===== src/rtl/ahb_op_sequencer_pkg.sv =====
// Shared encodings for the AHB operation sequencer: bus codes, slave register map and FSM states.
package ahb_op_sequencer_pkg;

  localparam logic [1:0] HtransIdle   = 2'b00;
  localparam logic [1:0] HtransBusy   = 2'b01;
  localparam logic [1:0] HtransNonseq = 2'b10;
  localparam logic [1:0] HtransSeq    = 2'b11;

  localparam logic [2:0] HsizeWord    = 3'b010;
  localparam logic [2:0] HburstSingle = 3'b000;

  localparam logic [1:0] HrespOkay  = 2'b00;
  localparam logic [1:0] HrespError = 2'b01;

  localparam logic [31:0] AluBaseDefault = 32'h4000_0000;
  localparam logic [31:0] MulBaseDefault = 32'h4000_1000;

  localparam logic [31:0] OffOpa    = 32'h0000_0000;
  localparam logic [31:0] OffOpb    = 32'h0000_0004;
  localparam logic [31:0] OffCtrl   = 32'h0000_0008;
  localparam logic [31:0] OffStatus = 32'h0000_000C;
  localparam logic [31:0] OffResult = 32'h0000_0010;

  localparam int unsigned CtrlStartBit  = 0;
  localparam int unsigned CtrlOpLsb     = 1;
  localparam int unsigned StatusDoneBit = 0;

  typedef enum logic [1:0] {StIdle, StRun, StResp} seq_state_e;
  typedef enum logic [1:0] {XfIdle, XfAddr, XfData} xfer_state_e;
  typedef enum logic [2:0] {StepOpa, StepOpb, StepCtrl, StepStatus, StepResult} step_e;

  function automatic logic [31:0] step_offset(step_e s);
    logic [31:0] off;
    case (s)
      StepOpa:    off = OffOpa;
      StepOpb:    off = OffOpb;
      StepCtrl:   off = OffCtrl;
      StepStatus: off = OffStatus;
      default:    off = OffResult;
    endcase
    return off;
  endfunction

  function automatic logic step_is_write(step_e s);
    return (s == StepOpa) || (s == StepOpb) || (s == StepCtrl);
  endfunction

  function automatic logic [31:0] ctrl_word(logic [3:0] op);
    logic [31:0] w;
    w = '0;
    w[CtrlOpLsb +: 4] = op;
    w[CtrlStartBit]   = 1'b1;
    return w;
  endfunction

endpackage


===== src/rtl/ahb_single_xfer.sv =====
// Address/data phase engine for one single-word AHB-Lite transfer; reports completion,
// error and read data combinationally in the completing data-phase cycle.
module ahb_single_xfer
  import ahb_op_sequencer_pkg::*;
(
  input  logic        clk_i,
  input  logic        rst_ni,
  input  logic        start_i,
  input  logic [31:0] addr_i,
  input  logic        write_i,
  input  logic [31:0] wdata_i,
  output logic [31:0] haddr_o,
  output logic [31:0] hwdata_o,
  output logic        hwrite_o,
  output logic [1:0]  htrans_o,
  input  logic [31:0] hrdata_i,
  input  logic [1:0]  hresp_i,
  input  logic        hready_i,
  output logic        done_o,
  output logic        err_o,
  output logic [31:0] rdata_o
);

  xfer_state_e state_q;
  logic [31:0] haddr_q;
  logic [31:0] hwdata_q;
  logic [31:0] wdata_q;
  logic        hwrite_q;
  logic [1:0]  htrans_q;
  logic        launch;

  assign done_o  = (state_q == XfData) && hready_i;
  assign err_o   = done_o && (hresp_i == HrespError);
  assign rdata_o = hrdata_i;

  // A new transfer may start from idle or back-to-back with the completing data phase.
  assign launch = start_i && ((state_q == XfIdle) || done_o);

  always_ff @(posedge clk_i) begin
    if (!rst_ni) begin
      state_q  <= XfIdle;
      haddr_q  <= '0;
      hwdata_q <= '0;
      wdata_q  <= '0;
      hwrite_q <= 1'b0;
      htrans_q <= HtransIdle;
    end else if (launch) begin
      state_q  <= XfAddr;
      haddr_q  <= addr_i;
      hwrite_q <= write_i;
      wdata_q  <= wdata_i;
      htrans_q <= HtransNonseq;
    end else begin
      case (state_q)
        XfAddr: begin
          if (hready_i) begin
            state_q  <= XfData;
            htrans_q <= HtransIdle;
            if (hwrite_q) hwdata_q <= wdata_q;
          end
        end
        XfData: begin
          if (hready_i) state_q <= XfIdle;
        end
        default: state_q <= XfIdle;
      endcase
    end
  end

  assign haddr_o  = haddr_q;
  assign hwdata_o = hwdata_q;
  assign hwrite_o = hwrite_q;
  assign htrans_o = htrans_q;

endmodule


===== src/rtl/ahb_op_sequencer.sv =====
// AHB-Lite master that runs write OPA/OPB/CTRL, polls STATUS and reads RESULT on the ALU or
// multiplier slave, returning the result on a valid/ready response channel.
module ahb_op_sequencer
  import ahb_op_sequencer_pkg::*;
#(
  parameter logic [31:0] ALU_BASE = AluBaseDefault,
  parameter logic [31:0] MUL_BASE = MulBaseDefault,
  parameter int unsigned MAX_POLL = 16
) (
  input  logic        HCLK,
  input  logic        HRESETn,
  input  logic        req_valid,
  output logic        req_ready,
  input  logic        req_sel,
  input  logic [3:0]  req_op,
  input  logic [31:0] req_a,
  input  logic [31:0] req_b,
  output logic        rsp_valid,
  input  logic        rsp_ready,
  output logic [31:0] rsp_data,
  output logic        rsp_err,
  output logic [31:0] o_HADDR,
  output logic [31:0] o_HWDATA,
  output logic        o_HWRITE,
  output logic [2:0]  o_HSIZE,
  output logic [2:0]  o_HBURST,
  output logic [1:0]  o_HTRANS,
  input  logic [31:0] i_HRDATA,
  input  logic [1:0]  i_HRESP,
  input  logic        i_HREADY
);

  localparam int unsigned PollW = $clog2(MAX_POLL + 1);

  seq_state_e       state_q, state_d;
  step_e            step_q, step_d;
  logic [PollW-1:0] poll_q, poll_d, poll_inc;
  logic [31:0]      base_q, a_q, b_q;
  logic [3:0]       op_q;
  logic             req_ready_q, req_ready_d;
  logic             rsp_valid_q, rsp_valid_d;
  logic [31:0]      rsp_data_q, rsp_data_d;
  logic             rsp_err_q, rsp_err_d;

  logic        xf_start, xf_write, xf_done, xf_err;
  step_e       xf_step;
  logic [31:0] xf_addr, xf_wdata, xf_rdata;
  logic [31:0] cur_base, cur_a, cur_b;
  logic [3:0]  cur_op;
  logic        fin, fin_err;
  logic        accept;

  assign accept = (state_q == StIdle) && req_valid;

  // The first transfer issues on the acceptance edge, before the request is captured.
  always_comb begin
    if (state_q == StIdle) begin
      cur_base = req_sel ? MUL_BASE : ALU_BASE;
      cur_a    = req_a;
      cur_b    = req_b;
      cur_op   = req_op;
    end else begin
      cur_base = base_q;
      cur_a    = a_q;
      cur_b    = b_q;
      cur_op   = op_q;
    end
  end

  always_comb begin
    xf_addr  = cur_base + step_offset(xf_step);
    xf_write = step_is_write(xf_step);
    case (xf_step)
      StepOpa:  xf_wdata = cur_a;
      StepOpb:  xf_wdata = cur_b;
      StepCtrl: xf_wdata = ctrl_word(cur_op);
      default:  xf_wdata = '0;
    endcase
  end

  always_comb begin
    state_d     = state_q;
    step_d      = step_q;
    poll_d      = poll_q;
    req_ready_d = req_ready_q;
    rsp_valid_d = rsp_valid_q;
    rsp_data_d  = rsp_data_q;
    rsp_err_d   = rsp_err_q;
    xf_start    = 1'b0;
    xf_step     = step_q;
    fin         = 1'b0;
    fin_err     = 1'b0;
    poll_inc    = poll_q + PollW'(1);
    case (state_q)
      StIdle: begin
        if (req_valid) begin
          state_d     = StRun;
          poll_d      = '0;
          req_ready_d = 1'b0;
          xf_start    = 1'b1;
          xf_step     = StepOpa;
        end
      end
      StRun: begin
        if (xf_done) begin
          if (xf_err) begin
            fin     = 1'b1;
            fin_err = 1'b1;
          end else begin
            case (step_q)
              StepOpa:  begin xf_start = 1'b1; xf_step = StepOpb;    end
              StepOpb:  begin xf_start = 1'b1; xf_step = StepCtrl;   end
              StepCtrl: begin xf_start = 1'b1; xf_step = StepStatus; end
              StepStatus: begin
                poll_d = poll_inc;
                if (xf_rdata[StatusDoneBit]) begin
                  xf_start = 1'b1;
                  xf_step  = StepResult;
                end else if (32'(poll_inc) >= MAX_POLL) begin
                  fin     = 1'b1;
                  fin_err = 1'b1;
                end else begin
                  xf_start = 1'b1;
                  xf_step  = StepStatus;
                end
              end
              StepResult: fin = 1'b1;
              default: begin
                fin     = 1'b1;
                fin_err = 1'b1;
              end
            endcase
          end
        end
      end
      StResp: begin
        if (rsp_ready) begin
          state_d     = StIdle;
          rsp_valid_d = 1'b0;
          req_ready_d = 1'b1;
        end
      end
      default: state_d = StIdle;
    endcase
    if (xf_start) step_d = xf_step;
    if (fin) begin
      state_d     = StResp;
      rsp_valid_d = 1'b1;
      rsp_err_d   = fin_err;
      rsp_data_d  = fin_err ? 32'h0 : xf_rdata;
    end
  end

  always_ff @(posedge HCLK) begin
    if (!HRESETn) begin
      state_q     <= StIdle;
      step_q      <= StepOpa;
      poll_q      <= '0;
      base_q      <= '0;
      a_q         <= '0;
      b_q         <= '0;
      op_q        <= '0;
      req_ready_q <= 1'b1;
      rsp_valid_q <= 1'b0;
      rsp_data_q  <= '0;
      rsp_err_q   <= 1'b0;
    end else begin
      state_q     <= state_d;
      step_q      <= step_d;
      poll_q      <= poll_d;
      req_ready_q <= req_ready_d;
      rsp_valid_q <= rsp_valid_d;
      rsp_data_q  <= rsp_data_d;
      rsp_err_q   <= rsp_err_d;
      if (accept) begin
        base_q <= cur_base;
        a_q    <= req_a;
        b_q    <= req_b;
        op_q   <= req_op;
      end
    end
  end

  ahb_single_xfer u_xfer (
    .clk_i    (HCLK),
    .rst_ni   (HRESETn),
    .start_i  (xf_start),
    .addr_i   (xf_addr),
    .write_i  (xf_write),
    .wdata_i  (xf_wdata),
    .haddr_o  (o_HADDR),
    .hwdata_o (o_HWDATA),
    .hwrite_o (o_HWRITE),
    .htrans_o (o_HTRANS),
    .hrdata_i (i_HRDATA),
    .hresp_i  (i_HRESP),
    .hready_i (i_HREADY),
    .done_o   (xf_done),
    .err_o    (xf_err),
    .rdata_o  (xf_rdata)
  );

  assign req_ready = req_ready_q;
  assign rsp_valid = rsp_valid_q;
  assign rsp_data  = rsp_data_q;
  assign rsp_err   = rsp_err_q;
  assign o_HSIZE   = HsizeWord;
  assign o_HBURST  = HburstSingle;

endmodule


===== config.mk =====
export PLATFORM = sky130hd
export DESIGN_NAME = ahb_op_sequencer
export DESIGN_NICKNAME = d
export VERILOG_FILES = /design/src/rtl/ahb_op_sequencer_pkg.sv /design/src/rtl/ahb_single_xfer.sv /design/src/rtl/ahb_op_sequencer.sv
export SDC_FILE = /design/constraint.sdc
export NUM_CORES = 1
export LEC_CHECK = 0
export CORE_UTILIZATION = 55
export DETAILED_ROUTE_END_ITERATION = 8
export GPL_TIMING_DRIVEN = 1
export PLACE_DENSITY = 0.81
export RECOVER_POWER = 50
export SETUP_SLACK_MARGIN = 0.1
export SLEW_MARGIN = 5
export SYNTH_ARGS = -nofsm -noshare
export SYNTH_HDL_FRONTEND = slang
export SYNTH_HIERARCHICAL = 1
export SYNTH_SLANG_ARGS = --single-unit

===== constraint.sdc =====
create_clock -name HCLK -period 6.1 [get_ports HCLK]
set_input_delay 1.22 -clock HCLK [delete_from_list [all_inputs] [get_ports HCLK]]
set_output_delay 1.22 -clock HCLK [all_outputs]
set_load 0.1 [all_outputs]

==> results by group <==
Power and ir drop
  • Pwr dens: 268.6 nW/um2
  • Maximum ir drop on the vdd rail: 0.1883 mV
  • Leakage power summed over all cells: 5.581 nW

Critical path
  • Crit-path slowest cell: sky130_fd_sc_hd__dlygate4sd3_1
  • Cell count of the worst reg-to-reg path: 15
  • Worst path required time: 6.54 ns
  • Slowest stage delay, CP: 0.61 ns
  • Maximum fanout along the worst path: 7
  • Nature of the critical path endpoint: register
  • Crit Reg-Reg Startpoint: u_xfer/state_q[0]$_SDFFE_PN0P_
  • Signal arrival time at the worst endpoint: 5.81 ns
  • Startpoint type of the worst setup path: input pin
  • Worst r2r dst: u_xfer/haddr_o[24]$_SDFFE_PN0P_
  • Chain of cells forming the critical path: dlygate4sd3_1 > and3_1 > and3b_1 > nor2_1 > a41oi_1 > nor3_1 > nand2_1 > fa_1 > nor2b_1 > o2111ai_1 > nor2b_1 > and4_1 > mux2i_1 > nand2_1 > mux2i_1
  • Worst R2R Setup Slack: 1.62 ns
  • Critical path type: in2reg

CTS
  • Post-CTS Resized: 0
  • Clock latency of the later-clocked register in the worst-skew pair: 0.52 ns
  • CTS H-tree depth: 1
  • Clock tree from TritonCTS: done
  • Post-CTS Setup Bufs: 0
  • CTS Root Buffer Type: sky130_fd_sc_hd__clkbuf_16
  • # hold bufs at CTS: 0
  • Clock tree sinks: 245
  • Total CTS buffers: 26
  • Post-CTS clock slew at the launch and capture registers of the worst setup and hold paths: 0.06 ns
  • Clock Tree Buf Depth: 3

STA
  • Worst slew slack as a fraction of its limit: -125.1%
  • Total negative setup slack: 0 ns
  • Setup repair after global routing missed its margin: no
  • Least-Margin Pin Slew: 3.376 ns
  • Final number of max-transition violations: 138
  • Final count of hold timing violations: 0
  • Final critical-path share of the clock period: 87.98%
  • F_max: 0.1863 GHz
  • Post-Route Skew: 0.007563 ns
  • Final worst hold slack: 0.4530 ns
  • Number of endpoints failing setup at the final stage: 0
  • Final setup slack of the worst path: 0.7335 ns
  • Final period demand of the worst path: 5.366 ns

Global routing
  • Vias in the first global route: 8454
  • Number of antenna violations at the first check in global routing: 2
  • Overall overflow remaining after global route: 0
  • Global-route wire length before repair: 43200 um
  • Overall global routing resource usage: 24.80%
  • Largest net degree at the start of global routing: 259

Yosys
  • Cell type with the highest aggregate area in the netlist: sky130_fd_sc_hd__dfxtp_1
  • Leading cell types by total area after synthesis: sky130_fd_sc_hd__dfxtp_1 43%, sky130_fd_sc_hd__nand2_1 12%, sky130_fd_sc_hd__mux2i_1 9.9%, sky130_fd_sc_hd__mux4_1 5.8%, sky130_fd_sc_hd__a21boi_0 4.8%
  • Most frequent cell after synthesis: sky130_fd_sc_hd__nand2_1
  • Average size of a mapped cell: 8.944 um2
  • EDFF count, synth: 0
  • Prevailing post-synth register cell: sky130_fd_sc_hd__dfxtp_1
  • Commonest cells in the synthesized netlist: 372 x sky130_fd_sc_hd__nand2_1, 245 x sky130_fd_sc_hd__dfxtp_1, 112 x sky130_fd_sc_hd__mux2i_1
  • FF+latch count, synth: 245
  • Synthesized instance count: 1269
  • Asr flop ratio synth: 0%
  • Cell variety after synth: 61
  • Post-Synthesis Cell Area: 11350 um2
  • Share of the synthesized area in the top cell type: 43.21%
  • Synth warnings: 6
  • Share of the yosys chip area belonging to registers: 43.21%

Die
  • Floorplan die height: 145.7 um
  • Top-level port count: 216
  • Initial cell density of the core: 56.09%
  • Site Rows: 52
  • Placeable core region: 20230 um2
  • Full die area: 21210 um2
  • Die width: 145.7 um

Detailed routing
  • Remaining design rule violation count: 0
  • Wire per inst: 16.00 um
  • Remaining number of nets flagged by the antenna check after routing: 0
  • DRT iter0 DRCs: 604
  • DR pass1 iterations: 6
  • Post-detailed-routing wire length: 26870 um
  • Vias: 9026
  • Routed via count divided by cell count: 5.376

Outcome
  • Violations in the final reports: capacitance limit, slew limit
  • Result of the run: complete, but fails checks

Place
  • Cell count after placement: 1633
  • Final weighted congestion of routability-driven global placement: 0.8568
  • Number of buffers added on ports: 208
  • Post-place instance area: 13170 um2
  • Pre-CTS WS: 0.7551 ns
  • Total half-perimeter wirelength after legalization and detailed placement: 17320 um

Worst hold path
  • Hold Crit Endpoint: rsp_data[5]$_SDFFE_PN0P_
  • Class of the tightest hold or removal check: reg2reg
  • Number of cells on the worst hold path: 2
  • Start point of the worst min-delay path: rsp_data[5]$_SDFFE_PN0P_

Run
  • Number of max-cap violations: 2

Final layout
  • Number of fill cells: 1632
  • Relative area change from synthesis to final layout: 23.86%
  • Proportion of layout cells with a drive suffix above 1: 5.043%
  • Nets: 1504
  • Final standard cell area without fillers: 14060 um2
  • Fin cells: 1679
cell usage in the layout, fill, tap and decap left out, drive strengths merged, types with 29 or more instances in the layout:
master	Yosys	final
clkdlybuf4s50	0	177
dlygate4sd3	0	30
a21boi	72	72
nor2b	33	33
mux2i	112	112
nor2	32	32
nand2	372	372
and3	29	29
clkbuf	53	38
dfxtp	245	245
nand3	42	42
o21ai	42	42
flip-flops by register name, indices dropped and copies added, names as in the netlist:
signal,count
rsp_data,32
state_q,2
rsp_err,1
u_xfer/hwdata_o,32
poll_q,5
u_xfer/hwrite_o,1
op_q,4
step_q,3
u_xfer/htrans_o,1
rsp_valid,1
u_xfer/state_q,2
req_ready,1
base_q,32
b_q,32
u_xfer/wdata_q,32
u_xfer/haddr_o,32
a_q,32
per-stage QoR:
stage,power (mW),utilization [%]
floorplan,2.018,-
global placement,2.127,65.08
detailed placement,2.138,65.08
CTS,3.797,69.60
global route,3.904,69.47
finish,3.775,69.47
worst max path at each step:
| stage | endpoint | from | cells past startpoint | slack [ns] |
|---|---|---|---|---|
| floorplan | u_xfer/haddr_o[24]$_SDFFE_PN0P_ | i_HREADY | 17 | 1.64 |
| global placement | u_xfer/haddr_o[24]$_SDFFE_PN0P_ | i_HREADY | 17 | 0.85 |
| detailed placement | u_xfer/haddr_o[24]$_SDFFE_PN0P_ | i_HREADY | 17 | 0.76 |
| CTS | u_xfer/haddr_o[24]$_SDFFE_PN0P_ | i_HREADY | 15 | 1.14 |
| global route | u_xfer/haddr_o[24]$_SDFFE_PN0P_ | i_HREADY | 15 | 0.40 |
| finish | u_xfer/haddr_o[24]$_SDFFE_PN0P_ | i_HREADY | 15 | 0.73 |
cell type report:
class | count | area, um2 | share of cell area (%)
clock buffer | 34 | 752.0 | 5.349
timing repair buffer | 220 | 2177 | 15.49
multi-input combinational | 886 | 5675 | 40.37
clock inverter | 11 | 162.7 | 1.157
tap | 270 | 337.8 | 2.403
sequential | 245 | 4905 | 34.89
antenna | 1 | 2.502 | 0.01780
inverter | 12 | 45.04 | 0.3204
routing by layer:
layer	up-vias	GRT usage (%)	wire (um)
li1	4490	-	-
met1	4185	34.41	12420
met2	309	37.48	11630
met3	42	6.458	2199
met4	0	8.421	619
met5	-	0	0
cell families (layout without fill, tap and decap cells):
family	after synthesis	count (layout)	synth area share, %
buffers and inverters	142	277	6.934
multiplexers	144	144	16.56
AO/OA/AOI/OAI	146	146	8.808
XOR/XNOR	25	25	1.929
AND/OR/NAND/NOR	559	559	21.84
other	3	8	0.09921
adder cells (fa/ha/maj)	5	5	0.6174
flip-flops	245	245	43.21
worst max-delay path: cells and delay by family:
kind | cells | cell delay (ns)
AND/OR/NAND/NOR | 9 | 2.61
AO/OA/AOI/OAI | 2 | 0.49
buffers and inverters | 1 | 0.61
multiplexers | 2 | 0.42
adder cells (fa/ha/maj) | 1 | 0.46
report_power, final:
group / total [mW] / switching, mW / internal [mW]
Sequential: 1.68 / 0.0252 / 1.65
Clock: 1.67 / 0.637 / 1.03
Combinational: 0.429 / 0.241 / 0.189
Power figures use the tool's default switching activity.
